===== config.mk =====
export PLATFORM = sky130hd
export DESIGN_NAME = rpn_stack_core_flat
export DESIGN_NICKNAME = d
export VERILOG_FILES = /design/src/rtl/rpn_stack_core_if.sv /design/src/rtl/rpn_stack_core.sv /design/src/flat_wrapper.sv
export SDC_FILE = /design/constraint.sdc
export NUM_CORES = 1
export LEC_CHECK = 0
export ABC_AREA = 0
export CAP_MARGIN = 20
export CORE_ASPECT_RATIO = 0.5
export CORE_MARGIN = 5
export CORE_UTILIZATION = 40
export CTS_CLUSTER_DIAMETER = 30
export DETAILED_ROUTE_END_ITERATION = 10
export PLACE_DENSITY_LB_ADDON = 0.2
export SLEW_MARGIN = 20
export SYNTH_ARGS = -nofsm -noshare
export SYNTH_HDL_FRONTEND = slang
export SYNTH_SLANG_ARGS = --single-unit

===== constraint.sdc =====
create_clock -name CLOCK_50 -period 6 [get_ports CLOCK_50]
set_input_delay 0.9 -clock CLOCK_50 [delete_from_list [all_inputs] [get_ports CLOCK_50]]
set_output_delay 0.9 -clock CLOCK_50 [all_outputs]
set_load 0.005 [all_outputs]

===== src/rtl/rpn_stack_core_if.sv =====
// rpn_stack_core_if: operand/opcode inputs and stack/flag outputs of the RPN engine.
// master drives data_in/op; slave (the core) drives the display and status signals.
interface rpn_stack_core_if #(
    parameter int WIDTH = 8,
    parameter int DEPTH = 8
);
    logic [WIDTH-1:0]           data_in;
    logic [2:0]                 op;
    logic [WIDTH-1:0]           top;
    logic [WIDTH-1:0]           second;
    logic [$clog2(DEPTH+1)-1:0] depth;
    logic                       busy;
    logic                       carry;
    logic                       err_ovf;
    logic                       err_unf;

    modport master (
        output data_in, op,
        input  top, second, depth, busy, carry, err_ovf, err_unf
    );

    modport slave (
        input  data_in, op,
        output top, second, depth, busy, carry, err_ovf, err_unf
    );
endinterface


===== src/rtl/rpn_stack_core.sv =====
// rpn_stack_core: WIDTH-bit, DEPTH-entry RPN operand stack with key pulses and ALU.
// Define RPN_MUL_EN to build the sequential shift-add multiplier for opcode 010.
module rpn_stack_core #(
    parameter int WIDTH = 8,
    parameter int DEPTH = 8
) (
    input  logic            CLOCK_50,
    input  logic [3:0]      KEY,
    rpn_stack_core_if.slave bus
);
    localparam int DW = $clog2(DEPTH+1);

    typedef logic [WIDTH-1:0]            word_t;
    typedef logic [DEPTH-1:0][WIDTH-1:0] stack_t;

    logic rst_n;
    logic key3_unused;
    assign rst_n       = KEY[1];
    assign key3_unused = KEY[3];

    // [1:0] synchronise, [2] holds the previous level for edge detection
    logic [2:0] psh_sync, exe_sync;
    logic       psh_p, exe_p;

    always_ff @(posedge CLOCK_50 or negedge rst_n) begin
        if (!rst_n) begin
            psh_sync <= '1;
            exe_sync <= '1;
            psh_p    <= 1'b0;
            exe_p    <= 1'b0;
        end else begin
            psh_sync <= {psh_sync[1:0], KEY[0]};
            exe_sync <= {exe_sync[1:0], KEY[2]};
            psh_p    <= psh_sync[2] & ~psh_sync[1];
            exe_p    <= exe_sync[2] & ~exe_sync[1];
        end
    end

    stack_t        stk_q, stk_d;
    logic [DW-1:0] cnt_q, cnt_d;
    logic          carry_q, carry_d;
    logic          ovf_q, ovf_d;
    logic          unf_q, unf_d;

    logic          idle;
    logic          mul_done;
    word_t         mul_lo;
    logic          mul_hi_nz;

    logic          has1, has2, full;
    logic [WIDTH:0] sum, dif;
    stack_t        popped;

    assign has1   = (cnt_q != '0);
    assign has2   = (cnt_q >= DW'(2));
    assign full   = (cnt_q == DW'(DEPTH));
    assign sum    = {1'b0, stk_q[1]} + {1'b0, stk_q[0]};
    assign dif    = {1'b0, stk_q[1]} - {1'b0, stk_q[0]};
    assign popped = {word_t'(0), stk_q[DEPTH-1:1]};

`ifdef RPN_MUL_EN
    localparam int BW = $clog2(WIDTH);
    localparam logic [BW-1:0] LAST = BW'(WIDTH-1);

    typedef enum logic {S_IDLE, S_MUL} state_t;

    state_t               state_q, state_d;
    logic                 mul_go;
    logic [2*WIDTH-1:0]   mc_q, prod_q, prod_nx;
    word_t                mp_q;
    logic [BW-1:0]        bit_q;

    always_ff @(posedge CLOCK_50 or negedge rst_n) begin
        if (!rst_n) state_q <= S_IDLE;
        else        state_q <= state_d;
    end

    always_comb begin
        state_d = state_q;
        unique case (state_q)
            S_IDLE: if (mul_go) state_d = S_MUL;
            S_MUL:  if (bit_q == LAST) state_d = S_IDLE;
        endcase
    end

    assign prod_nx   = prod_q + (mp_q[0] ? mc_q : '0);
    assign idle      = (state_q == S_IDLE);
    assign mul_done  = (state_q == S_MUL) && (bit_q == LAST);
    assign mul_lo    = prod_nx[WIDTH-1:0];
    assign mul_hi_nz = |prod_nx[2*WIDTH-1:WIDTH];
    assign bus.busy  = (state_q == S_MUL);

    always_ff @(posedge CLOCK_50 or negedge rst_n) begin
        if (!rst_n) begin
            mc_q   <= '0;
            prod_q <= '0;
            mp_q   <= '0;
            bit_q  <= '0;
        end else if (mul_go) begin
            mc_q   <= {{WIDTH{1'b0}}, stk_q[1]};
            mp_q   <= stk_q[0];
            prod_q <= '0;
            bit_q  <= '0;
        end else if (state_q == S_MUL) begin
            mc_q   <= mc_q << 1;
            mp_q   <= mp_q >> 1;
            prod_q <= prod_nx;
            bit_q  <= bit_q + BW'(1);
        end
    end
`else
    assign idle      = 1'b1;
    assign mul_done  = 1'b0;
    assign mul_lo    = '0;
    assign mul_hi_nz = 1'b0;
    assign bus.busy  = 1'b0;
`endif

    always_comb begin
        stk_d   = stk_q;
        cnt_d   = cnt_q;
        carry_d = carry_q;
        ovf_d   = ovf_q;
        unf_d   = unf_q;
`ifdef RPN_MUL_EN
        mul_go  = 1'b0;
`endif
        if (mul_done) begin
            stk_d    = popped;
            stk_d[0] = mul_lo;
            cnt_d    = cnt_q - DW'(1);
            carry_d  = mul_hi_nz;
        end else if (idle && psh_p) begin
            if (full) begin
                ovf_d = 1'b1;
            end else begin
                stk_d = {stk_q[DEPTH-2:0], bus.data_in};
                cnt_d = cnt_q + DW'(1);
            end
        end else if (idle && exe_p) begin
            unique case (bus.op)
                3'b000: begin
                    if (!has2) unf_d = 1'b1;
                    else begin
                        stk_d    = popped;
                        stk_d[0] = sum[WIDTH-1:0];
                        cnt_d    = cnt_q - DW'(1);
                        carry_d  = sum[WIDTH];
                    end
                end
                3'b001: begin
                    if (!has2) unf_d = 1'b1;
                    else begin
                        stk_d    = popped;
                        stk_d[0] = dif[WIDTH-1:0];
                        cnt_d    = cnt_q - DW'(1);
                        carry_d  = dif[WIDTH];
                    end
                end
                3'b010: begin
`ifdef RPN_MUL_EN
                    if (!has2) unf_d = 1'b1;
                    else       mul_go = 1'b1;
`endif
                end
                3'b011: begin
                    if (!has2) unf_d = 1'b1;
                    else begin
                        stk_d[0] = stk_q[1];
                        stk_d[1] = stk_q[0];
                    end
                end
                3'b100: begin
                    if (!has1)     unf_d = 1'b1;
                    else if (full) ovf_d = 1'b1;
                    else begin
                        stk_d = {stk_q[DEPTH-2:0], stk_q[0]};
                        cnt_d = cnt_q + DW'(1);
                    end
                end
                3'b101: begin
                    if (!has1) unf_d = 1'b1;
                    else begin
                        stk_d = popped;
                        cnt_d = cnt_q - DW'(1);
                    end
                end
                3'b110: begin
                    if (!has1) unf_d = 1'b1;
                    else       stk_d[0] = -stk_q[0];
                end
                3'b111: begin
                    stk_d   = '0;
                    cnt_d   = '0;
                    carry_d = 1'b0;
                    ovf_d   = 1'b0;
                    unf_d   = 1'b0;
                end
            endcase
        end
    end

    always_ff @(posedge CLOCK_50 or negedge rst_n) begin
        if (!rst_n) begin
            stk_q   <= '0;
            cnt_q   <= '0;
            carry_q <= 1'b0;
            ovf_q   <= 1'b0;
            unf_q   <= 1'b0;
        end else begin
            stk_q   <= stk_d;
            cnt_q   <= cnt_d;
            carry_q <= carry_d;
            ovf_q   <= ovf_d;
            unf_q   <= unf_d;
        end
    end

    assign bus.top     = stk_q[0];
    assign bus.second  = stk_q[1];
    assign bus.depth   = cnt_q;
    assign bus.carry   = carry_q;
    assign bus.err_ovf = ovf_q;
    assign bus.err_unf = unf_q;
endmodule


===== src/flat_wrapper.sv =====
// flat-port wrapper written by rule: the top's interface ports become plain ports
module rpn_stack_core_flat 
#(
    parameter int WIDTH = 8,
    parameter int DEPTH = 8
)
  (CLOCK_50, KEY, bus_data_in, bus_op, bus_top, bus_second, bus_depth, bus_busy, bus_carry, bus_err_ovf, bus_err_unf);
  rpn_stack_core_if #(.WIDTH(WIDTH), .DEPTH(DEPTH)) bus_i ();
  input  logic CLOCK_50;
  input  logic [3:0] KEY;
  input wire logic [$bits(bus_i.data_in)-1:0] bus_data_in;
  input wire logic [$bits(bus_i.op)-1:0] bus_op;
  output wire logic [$bits(bus_i.top)-1:0] bus_top;
  output wire logic [$bits(bus_i.second)-1:0] bus_second;
  output wire logic [$bits(bus_i.depth)-1:0] bus_depth;
  output wire logic [$bits(bus_i.busy)-1:0] bus_busy;
  output wire logic [$bits(bus_i.carry)-1:0] bus_carry;
  output wire logic [$bits(bus_i.err_ovf)-1:0] bus_err_ovf;
  output wire logic [$bits(bus_i.err_unf)-1:0] bus_err_unf;
  assign bus_i.data_in = bus_data_in;
  assign bus_i.op = bus_op;
  assign bus_top = bus_i.top;
  assign bus_second = bus_i.second;
  assign bus_depth = bus_i.depth;
  assign bus_busy = bus_i.busy;
  assign bus_carry = bus_i.carry;
  assign bus_err_ovf = bus_i.err_ovf;
  assign bus_err_unf = bus_i.err_unf;
  rpn_stack_core #(.WIDTH(WIDTH), .DEPTH(DEPTH)) u_core (.CLOCK_50(CLOCK_50), .KEY(KEY), .bus(bus_i));
endmodule

==> metrics.md <==
| Metric | Value |
|---|---|
| Initial core utilization | 0.4060 |
| RSZ-0062 raised after global routing | false |
| Worst-Skew Late Latency | 0.34 ns |
| IO Pins | 40 |
| # setup viols final | 0 |
| Hold Path Depth | 0 |
| R2R cell count | 9 |
| Final wirelength | 12410 um |
| Gpl congestion | 0.8062 |
| Max cap viols | 0 |
| Top post-synthesis cells by area | dfrtp_1 36%, a21oi_1 6.6%, nand2_1 6.0%, ha_1 5.4%, a21o_1 4.6% |
| Slew HR | 0.4053 |
| Minimum clock period | 3.987 ns |
| Fin Setup TNS | 0 ns |
| Largest net degree at the start of global routing | 80 |
| Max Fclk | 0.2508 GHz |
| Gate Count Post-Synth | 600 |
| Total track usage | 0.1664 |
| CP Launch Type | primary input |
| Syn_area_per_cell | 8.496 um^2 |
| CTS root buffer | clkbuf_16 |
| CP Class | in -> reg |
| 1st-pass router iterations | 4 |
| Vias per cell | 5.492 |
| GRT overflow | 0 |
| CTS sink count | 79 |
| Status | completed |
| Total Power | 2.532 mW |
| Worst r2r dst | u_core.popped[25] |
| Synth Area in XOR/XNOR | 0.01546 |
| Largest family of logic cells by synthesized area | compound AO/OA/AOI/OAI gates |
| Post-synthesis mux area share | 0.01252 |
| CP endpoint kind | flip-flop |
| Top cells by count, synth | 81 x nand2_1, 73 x dfrtp_1, 67 x a21oi_1 |
| Number of synthesized flops with an enable pin | 0 |
| Reg2reg start | u_core.bus.depth[1] |
| Slew Viols, Final | 0 |
| Synth Area in Simple Gates | 0.1878 |
| Iter 0 DRT Violations | 458 |
| CTS tree | built |
| Hold EP | u_core.psh_sync[1] |
| Clock Skews | 0.008521 ns |
| Core area | 12550 um^2 |
| DR WL/cell | 15.99 um |
| Crit Path Max Fanout | 62 |
| Met1 usage | 0.2541 |
| WP data required | 6.23 ns |
| PD cells | 436.0 nW/um^2 |
| First-pass GRT wire length | 21130 um |
| Antenna cells | 0 |
| CTS buffer count | 9 |
| Arr. time, crit path | 4.22 ns |
| Die height | 89.83 um |
| Cts hold-fix bufs | 0 |
| Seq/Total Area, Yosys | 0.3893 |
| R2R setup slack | 2.70 ns |
| Worst-Margin Slew | 0.8893 ns |
| Max Root-Sink Buffers | 2 |
| Die ar. | 15240 um^2 |
| Row count | 29 |
| Adder-Cell Fraction of Synth Area | 0.06578 |
| Antenna Violating Nets Remaining | 0 |
| Resize count post-CTS | 0 |
| Most used DFF post-synth | dfrtp_1 |
| Number of global-route vias before repair | 4000 |
| Post-CTS Setup Bufs | 0 |
| Vias | 4262 |
| Area leader, netlist | dfrtp_1 |
| Fraction of registers with async set/reset | 1.000 |
| Unique masters post-synth | 62 |
| Nets | 641 |
| Most frequent cell after synthesis | nand2_1 |
| Layout area overhead | 13.92% |
| Syn. warnings | 0 |
| Die Wd | 169.6 um |
| FF+latch count, synth | 79 |
| Final Hold Viols | 0 |
| GRT met3 Usage | 0.03330 |
| Maximum vdd ir drop | 178.2 uV |
| # port buffers | 37 |
| Initial antenna violation count | 0 |
| Layout cell share with drive strength beyond 1 | 0.07426 |
| Yosys top cell area share | 0.3584 |
| Post-Syn Area | 5097 um^2 |
| H-Tree Depth | 3 |
| Synth Net Count | 640 |
| Worst Hold Class | reg -> reg |
| Clock-pin slew on the worst setup and hold paths | 0.06 ns |
| Fraction of the mapped netlist area in compound gates | 0.2585 |
| Drt drc | 0 |
| Final worst path period share | 0.6646 |
| Min-delay src | u_core.psh_sync[0] |
| Hpwl dp | 7982 um |
| GRT Max-Usage Layer | met1 |
| Global routing usage on met2 | 0.2398 |
| Static leakage | 2.640 nW |
## where the power goes
group          leakage, nW  switching (mW)  total [mW]  internal, mW
Clock                0.169           0.234       0.645         0.411
Combinational         1.44           0.547        1.06         0.517
Sequential            1.03           0.186       0.823         0.637
Total                 2.64           0.967        2.53          1.56
## cells in the final DEF (no fill, tap or decap), types with 13 or more instances in the layout
| cell type | synthesis | routed |
|---|---|---|
| nor2_1 | 22 | 21 |
| nand3_1 | 35 | 35 |
| nand2_1 | 81 | 81 |
| dfrtp_1 | 73 | 73 |
| and3_1 | 13 | 13 |
| ha_1 | 22 | 22 |
| o21ai_1 | 15 | 15 |
| clkdlybuf4s50_1 | 0 | 36 |
| inv_1 | 21 | 21 |
| a21o_1 | 31 | 31 |
| a21oi_1 | 67 | 67 |
| o21ai_0 | 24 | 24 |
## through the flow
step | setup slack [ns] | utilization | hold WS [ns] | cell area, um^2 | cells
2_1_floorplan | 3.628 | - | 0.3452 | 5097 | 600
3_3_place_gp | 1.772 | 0.4345 | 0.3459 | 5455 | 760
3_5_place_dp | 1.721 | 0.4345 | 0.3468 | 5455 | 760
4_1_cts | 2.072 | 0.4622 | 0.3566 | 5803 | 776
5_1_grt | 1.675 | 0.4625 | 0.3601 | 5807 | 776
6_report | 2.013 | 0.4625 | 0.3561 | 5807 | 776
## worst max path at each step
stage / start / endpoint / slack, ns / depth (start not counted)
2_1_floorplan: bus_op[1] / u_core.popped[16] / 3.63 / 8
3_3_place_gp: bus_op[2] / u_core.popped[40] / 1.77 / 8
3_5_place_dp: bus_op[2] / u_core.popped[40] / 1.72 / 8
4_1_cts: bus_op[2] / u_core.popped[24] / 2.07 / 8
5_1_grt: bus_op[2] / u_core.popped[18] / 1.67 / 8
6_report: bus_op[2] / u_core.popped[25] / 2.01 / 8
## flip-flops by register name (all words and copies together) (netlist names)
| signal | count |
|---|---|
| u_core.bus.second | 8 |
| u_core.bus.err_unf | 1 |
| u_core.bus.depth | 4 |
| u_core.bus.top | 8 |
| u_core.exe_sync | 3 |
| u_core.psh_p | 1 |
| u_core.bus.err_ovf | 1 |
| u_core.bus.carry | 1 |
| u_core.popped | 48 |
| u_core.exe_p | 1 |
| u_core.psh_sync | 3 |
## kinds of logic after synthesis
| group | Yosys count |
|---|---|
| other cells | 1 |
| buf+inv | 75 |
| fa+ha+maj | 26 |
| simple gates | 199 |
| flops | 79 |
| compound gates | 205 |
| xor+xnor | 9 |
| mux | 6 |
## worst max-delay path, cell delays in order
cell,delay [ns]
clkdlybuf4s50_1,1.05
nor3b_1,0.61
a21o_1,0.20
nand2_1,0.17
o21ai_4,0.36
buf_4,0.61
a21oi_1,0.10
a21o_1,0.18
## layout make-up
cell class | instances | area, um^2
Fill cell | 1237 | 6748
Multi-Input combinational cell | 446 | 2759
Sequential cell | 79 | 1984
Timing Repair Buffer | 44 | 424.2
Clock buffer | 10 | 229.0
Tap cell | 170 | 212.7
Clock inverter | 6 | 118.9
Inverter | 21 | 78.83
## metal layers
layer / vias to the layer above / wire [um]
li1: 2127 / -
met1: 2040 / 6437
met2: 88 / 5345
met3: 7 / 511
met4: 0 / 111
met5: - / 0
Note: power is estimated with default switching activity, not from simulation.
==> variant 1 (same flow settings) <==
Add a define of `RPN_MUL_EN`.
--- a/src/rtl/rpn_stack_core.sv
+++ b/src/rtl/rpn_stack_core.sv
@@ -1,4 +1,6 @@
 // rpn_stack_core: WIDTH-bit, DEPTH-entry RPN operand stack with key pulses and ALU.
 // Define RPN_MUL_EN to build the sequential shift-add multiplier for opcode 010.
+`define RPN_MUL_EN
+
 module rpn_stack_core #(
     parameter int WIDTH = 8,
Function: changed (a bounded check fails within 10 cycles, from zero or initial values).
==> variant 1 against the unedited design <==
- cell area rose by 46%
- synthesized cell count grew 38%
- fmax down 0.83%
- clock power increased by 69%
- worst setup slack lost 0.033 ns
- routed wire length grew 46%
- critical path depth up 1
- sequential cell count grew 44
- power up 81%
- combinational power up 74%
- sequential power grew 99%
- area after synthesis rose by 44%
- non-clock buffer count increased by 2
- critical path type unchanged
- largest cell class unchanged
==> variant 1: results (changes against the unedited design) <==
- Final WL: 18.1 mm (+46%)
- Number of global-route vias before repair: 5904 (+48%)
- H-tree Lvls: 4 (+1)
- Critical Path Start: bus_op[0]
- Met2 usage: 28.1% (+4.1 points)
- Reg-to-reg critical path endpoint: u_core.bus.second[7]$_DFFE_PN0P_
- Setup crit end: u_core.bus.depth[3]$_DFFE_PN0P_
- GR Layer Usage met3: 3.26% (-0.069 points)
- Global-route wire length before repair: 30.8 mm (+46%)
- Sequential power share: 35.9% (+3.4 points)
- Most frequent cells after synthesis: nor2_1 (125), dfrtp_1 (117), nand2_1 (86)
- Comb group: 1.84 mW (+74%)
- Seq cells post-synth: 123 (+56%)
- Drt first pass iters: 5 (+1)
- Worst r2r src: u_core.bus.busy$_DFF_PN0_
- Clock Skew: 0.0138 ns (+0.00526 ns)
- Worst-skew pair later-pin latency: 0.42 ns (+0.08 ns)
- Status: completed
- R2R depth: 7 (-2)
- DRT iter0 DRCs: 487 (+6.3%)
- Slowest cell on crit path: a21oi_4
- Worst R2R Setup Slack: 2.06 ns (-0.64 ns)
- Non-clk bufs: 46 (+4.5%)
- Buffers added on ports: 38 (+2.7%)
- CTS buffer count: 17 (+8)
- Layout Nets: 889 (+39%)
- Routed wl met3: 623 um (+22%)
- Worst-margin pin slew: 1.09 ns (+0.200 ns)
- Largest net degree at the start of global routing: 75 (-6.3%)
- WHS: 0.356 ns (+0.000111 ns)
- Share of cells above drive strength 1: 7.34% (-0.088 points)
- Crit path max-delay family: compound AO/OA/AOI/OAI gates
- Routability cong.: 0.845 (+4.8%)
- Wire length on met2: 8.34 mm (+56%)
-- variant 1: stage by stage --
stage / setup slack [ns] / util [%] / std cells / power, mW / cell area, um^2
final: 1.98 / 46.4 / 1085 / 4.58 / 8460
after global routing: 1.70 / 46.4 / 1085 / 4.95 / 8460
after CTS: 1.99 / 46.3 / 1084 / 4.59 / 8430
after detailed placement: 1.57 / 42.9 / 1052 / 3.48 / 7810
after global placement: 1.62 / 42.9 / 1052 / 3.43 / 7810
after floorplan: 2.97 / - / 827 / 2.93 / 7360
-- variant 1: cells by family (layout without fill, tap and decap cells) --
group                    after synthesis  after routing  synth area share (%)
multiplexers                           3              3                 0.408
XOR/XNOR                              28             28                  3.33
buffers and inverters                 83            101                  5.25
adder cells (fa/ha/maj)               41             41                  7.27
flip-flops                           123            123                  41.9
AND/OR/NAND/NOR                      309            309                  19.1
AO/OA/AOI/OAI                        240            240                  22.7
==> variant 2 (same flow settings) <==
Without the edit above. Register the input `KEY` before use, cleared by the reset. The logic sees it one clock later. The other inputs are not delayed to match.
--- a/src/rtl/rpn_stack_core.sv
+++ b/src/rtl/rpn_stack_core.sv
@@ -14,8 +14,18 @@
     typedef logic [DEPTH-1:0][WIDTH-1:0] stack_t;
 
+    logic [3:0] KEY_q;
+
+    always_ff @(posedge CLOCK_50 or negedge rst_n) begin
+        if (!rst_n) begin
+            KEY_q <= '0;
+        end else begin
+            KEY_q <= KEY;
+        end
+    end
+
     logic rst_n;
     logic key3_unused;
-    assign rst_n       = KEY[1];
-    assign key3_unused = KEY[3];
+    assign rst_n       = KEY_q[1];
+    assign key3_unused = KEY_q[3];
 
     // [1:0] synchronise, [2] holds the previous level for edge detection
@@ -30,6 +40,6 @@
             exe_p    <= 1'b0;
         end else begin
-            psh_sync <= {psh_sync[1:0], KEY[0]};
-            exe_sync <= {exe_sync[1:0], KEY[2]};
+            psh_sync <= {psh_sync[1:0], KEY_q[0]};
+            exe_sync <= {exe_sync[1:0], KEY_q[2]};
             psh_p    <= psh_sync[2] & ~psh_sync[1];
             exe_p    <= exe_sync[2] & ~exe_sync[1];
Check against the original RTL: not equivalent (a bounded check fails within 10 cycles, from zero or initial values).
==> variant 2 against the unedited design <==
- fmax grew 8.7%
- final cell count grew 0.39%
- area after synthesis shrank 0.47%
- power shrank 2.5%
- cell area shrank 0.78%
- worst setup slack gained 0.32 ns
- sequential cell count grew 3
- routed wire length grew 0.23%
- register-to-register slack gained 0.47 ns
==> variant 2: results (changes against the unedited design) <==
- WHS: 0.302 ns (-0.0541 ns)
- Layout Nets: 643 (+0.31%)
- DPL Wire Length: 8.08 mm (+1.2%)
- EDFF count, synth: 0 (unchanged)
- Clock Pin Slew Worst Setup and Hold Paths: 0.08 ns (+0.02 ns)
- Worst r2r src: u_core.bus.depth[0]$_DFFE_PN0P_
- Lkg Pwr: 2.52 nW (-4.4%)
- Antenna violations before repair: 0 (unchanged)
- Sequential cell area fraction in the yosys report: 40.6% (+1.7 points)
- Final ANT Viol Nets: 0 (unchanged)
- Total Routing Usage GR: 16.7% (+0.068 points)
- Share of cells above drive strength 1: 6.40% (-1.0 points)
- Worst R2R Setup Slack: 3.17 ns (+0.47 ns)
- Routability cong.: 0.828 (+2.7%)
- Clock Skew: 0.00965 ns (+0.00113 ns)
- Number of global-route vias before repair: 3860 (-3.5%)
- Top cells by area, synth: dfrtp_1 (37%), o21ai_0 (7.2%), a21oi_1 (6.7%)
- DR WL/cell: 16.0 um (-0.16%)
- Max Root-Sink Buffers: 2 (unchanged)
- H-tree Lvls: 3 (unchanged)
- CTS buffer count: 9 (unchanged)
- Slew margin rel.: 47.8% (+7.3 points)
- Drt first pass iters: 5 (+1)
- Root buf cell: clkbuf_16
- Hold crit path type: flip-flop to async pin
- Worst-skew pair later-pin latency: 0.34 ns (about the same)
- Quantity of gates resized following cts: 0 (unchanged)
- Ant diodes: 0 (unchanged)
- Yosys cell types: 55 (-11%)
- Max reg flops: 48 (unchanged)
- Post-synth ARST share: 100% (unchanged)
- Vias: 4277 (+0.35%)
- Largest net degree at the start of global routing: 99 (+24%)
- CP max FO: 98 (+58%)
- Dpl cell area: 5460 um^2 (unchanged)
- WP data arrival: 3.86 ns (-0.36 ns)
- Ys flop type: dfrtp_1
- Buffers added on ports: 37 (unchanged)
- Finished layout cell area: 5760 um^2 (-0.78%)
- Yosys warnings: 1 (+1)
- Worst VDD drop: 159 uV (-11%)
- Global-route wire length before repair: 20.6 mm (-2.7%)
- Status: completed
- FILL cells: 1248 (+0.89%)
- Reg-to-reg critical path endpoint: u_core.popped[50]$_DFFE_PN0P_
- DRT iter0 DRCs: 397 (-13%)
- Post-CTS Setup Repair Bufs: 0 (unchanged)
- Most frequent cells after synthesis: nand2_1 (81), dfrtp_1 (76), o21ai_0 (73)
- Critical Path Start: bus_op[2]
- R2R depth: 8 (-1)
## variant 2: per-stage QoR
step,setup WS [ns],instances
after floorplan,3.50,601
after global placement,1.97,763
after detailed placement,1.95,763
after CTS,2.33,779
after global routing,2.06,779
final,2.33,779
## variant 2: critical path, cell delays in order
cell and delay [ns]:
clkdlybuf4s50_1 0.92, nand2b_1 0.33, nor2_1 0.20, nor2_2 0.04, buf_4 0.26, o32ai_4 0.30
buf_4 0.65, o21ai_0 0.21
## variant 2: power by group
part / internal, mW / total (mW) / switching, mW
clock network: 0.298 / 0.564 / 0.267
registers: 0.658 / 0.863 / 0.205
logic: 0.497 / 1.04 / 0.544
total: 1.45 / 2.47 / 1.02
## variant 2: final cells by class
| cell class | count | share of cell area (%) |
|---|---|---|
| multi-input cells | 447 | 46.5 |
| flip-flops and latches | 82 | 35.8 |
| repair buffers | 44 | 7.34 |
| clock buffers | 9 | 3.91 |
| well taps | 170 | 3.69 |
| clock inverters | 7 | 1.41 |
| inverters | 20 | 1.30 |
## variant 2: cell families after synthesis
kind of cell	synth area share, %
compound gates	24.0
xor+xnor	1.73
fa+ha+maj	6.17
buf+inv	6.83
flops	40.6
mux	0.592
other cells	0.0739
simple gates	20.0
## variant 2: layer usage
layer / up-vias / global-route usage, % / routed length [um]
met4: 0 / 4.53 / 143
li1: 2137 / - / -
met3: 11 / 2.71 / 324
met1: 2055 / 24.9 / 6480
met2: 74 / 25.4 / 5480
met5: - / 0 / 0
## variant 2: how the worst max path moves through the flow
stage	slack [ns]	cells past startpoint	end
2_1_floorplan	3.50	0	u_core.KEY_q[0]$_DFF_PN0_
3_3_place_gp	1.97	8	u_core.popped[49]$_DFFE_PN0P_
3_5_place_dp	1.95	8	u_core.popped[50]$_DFFE_PN0P_
4_1_cts	2.33	8	u_core.popped[25]$_DFFE_PN0P_
5_1_grt	2.06	8	u_core.popped[44]$_DFFE_PN0P_
6_report	2.33	8	u_core.popped[50]$_DFFE_PN0P_
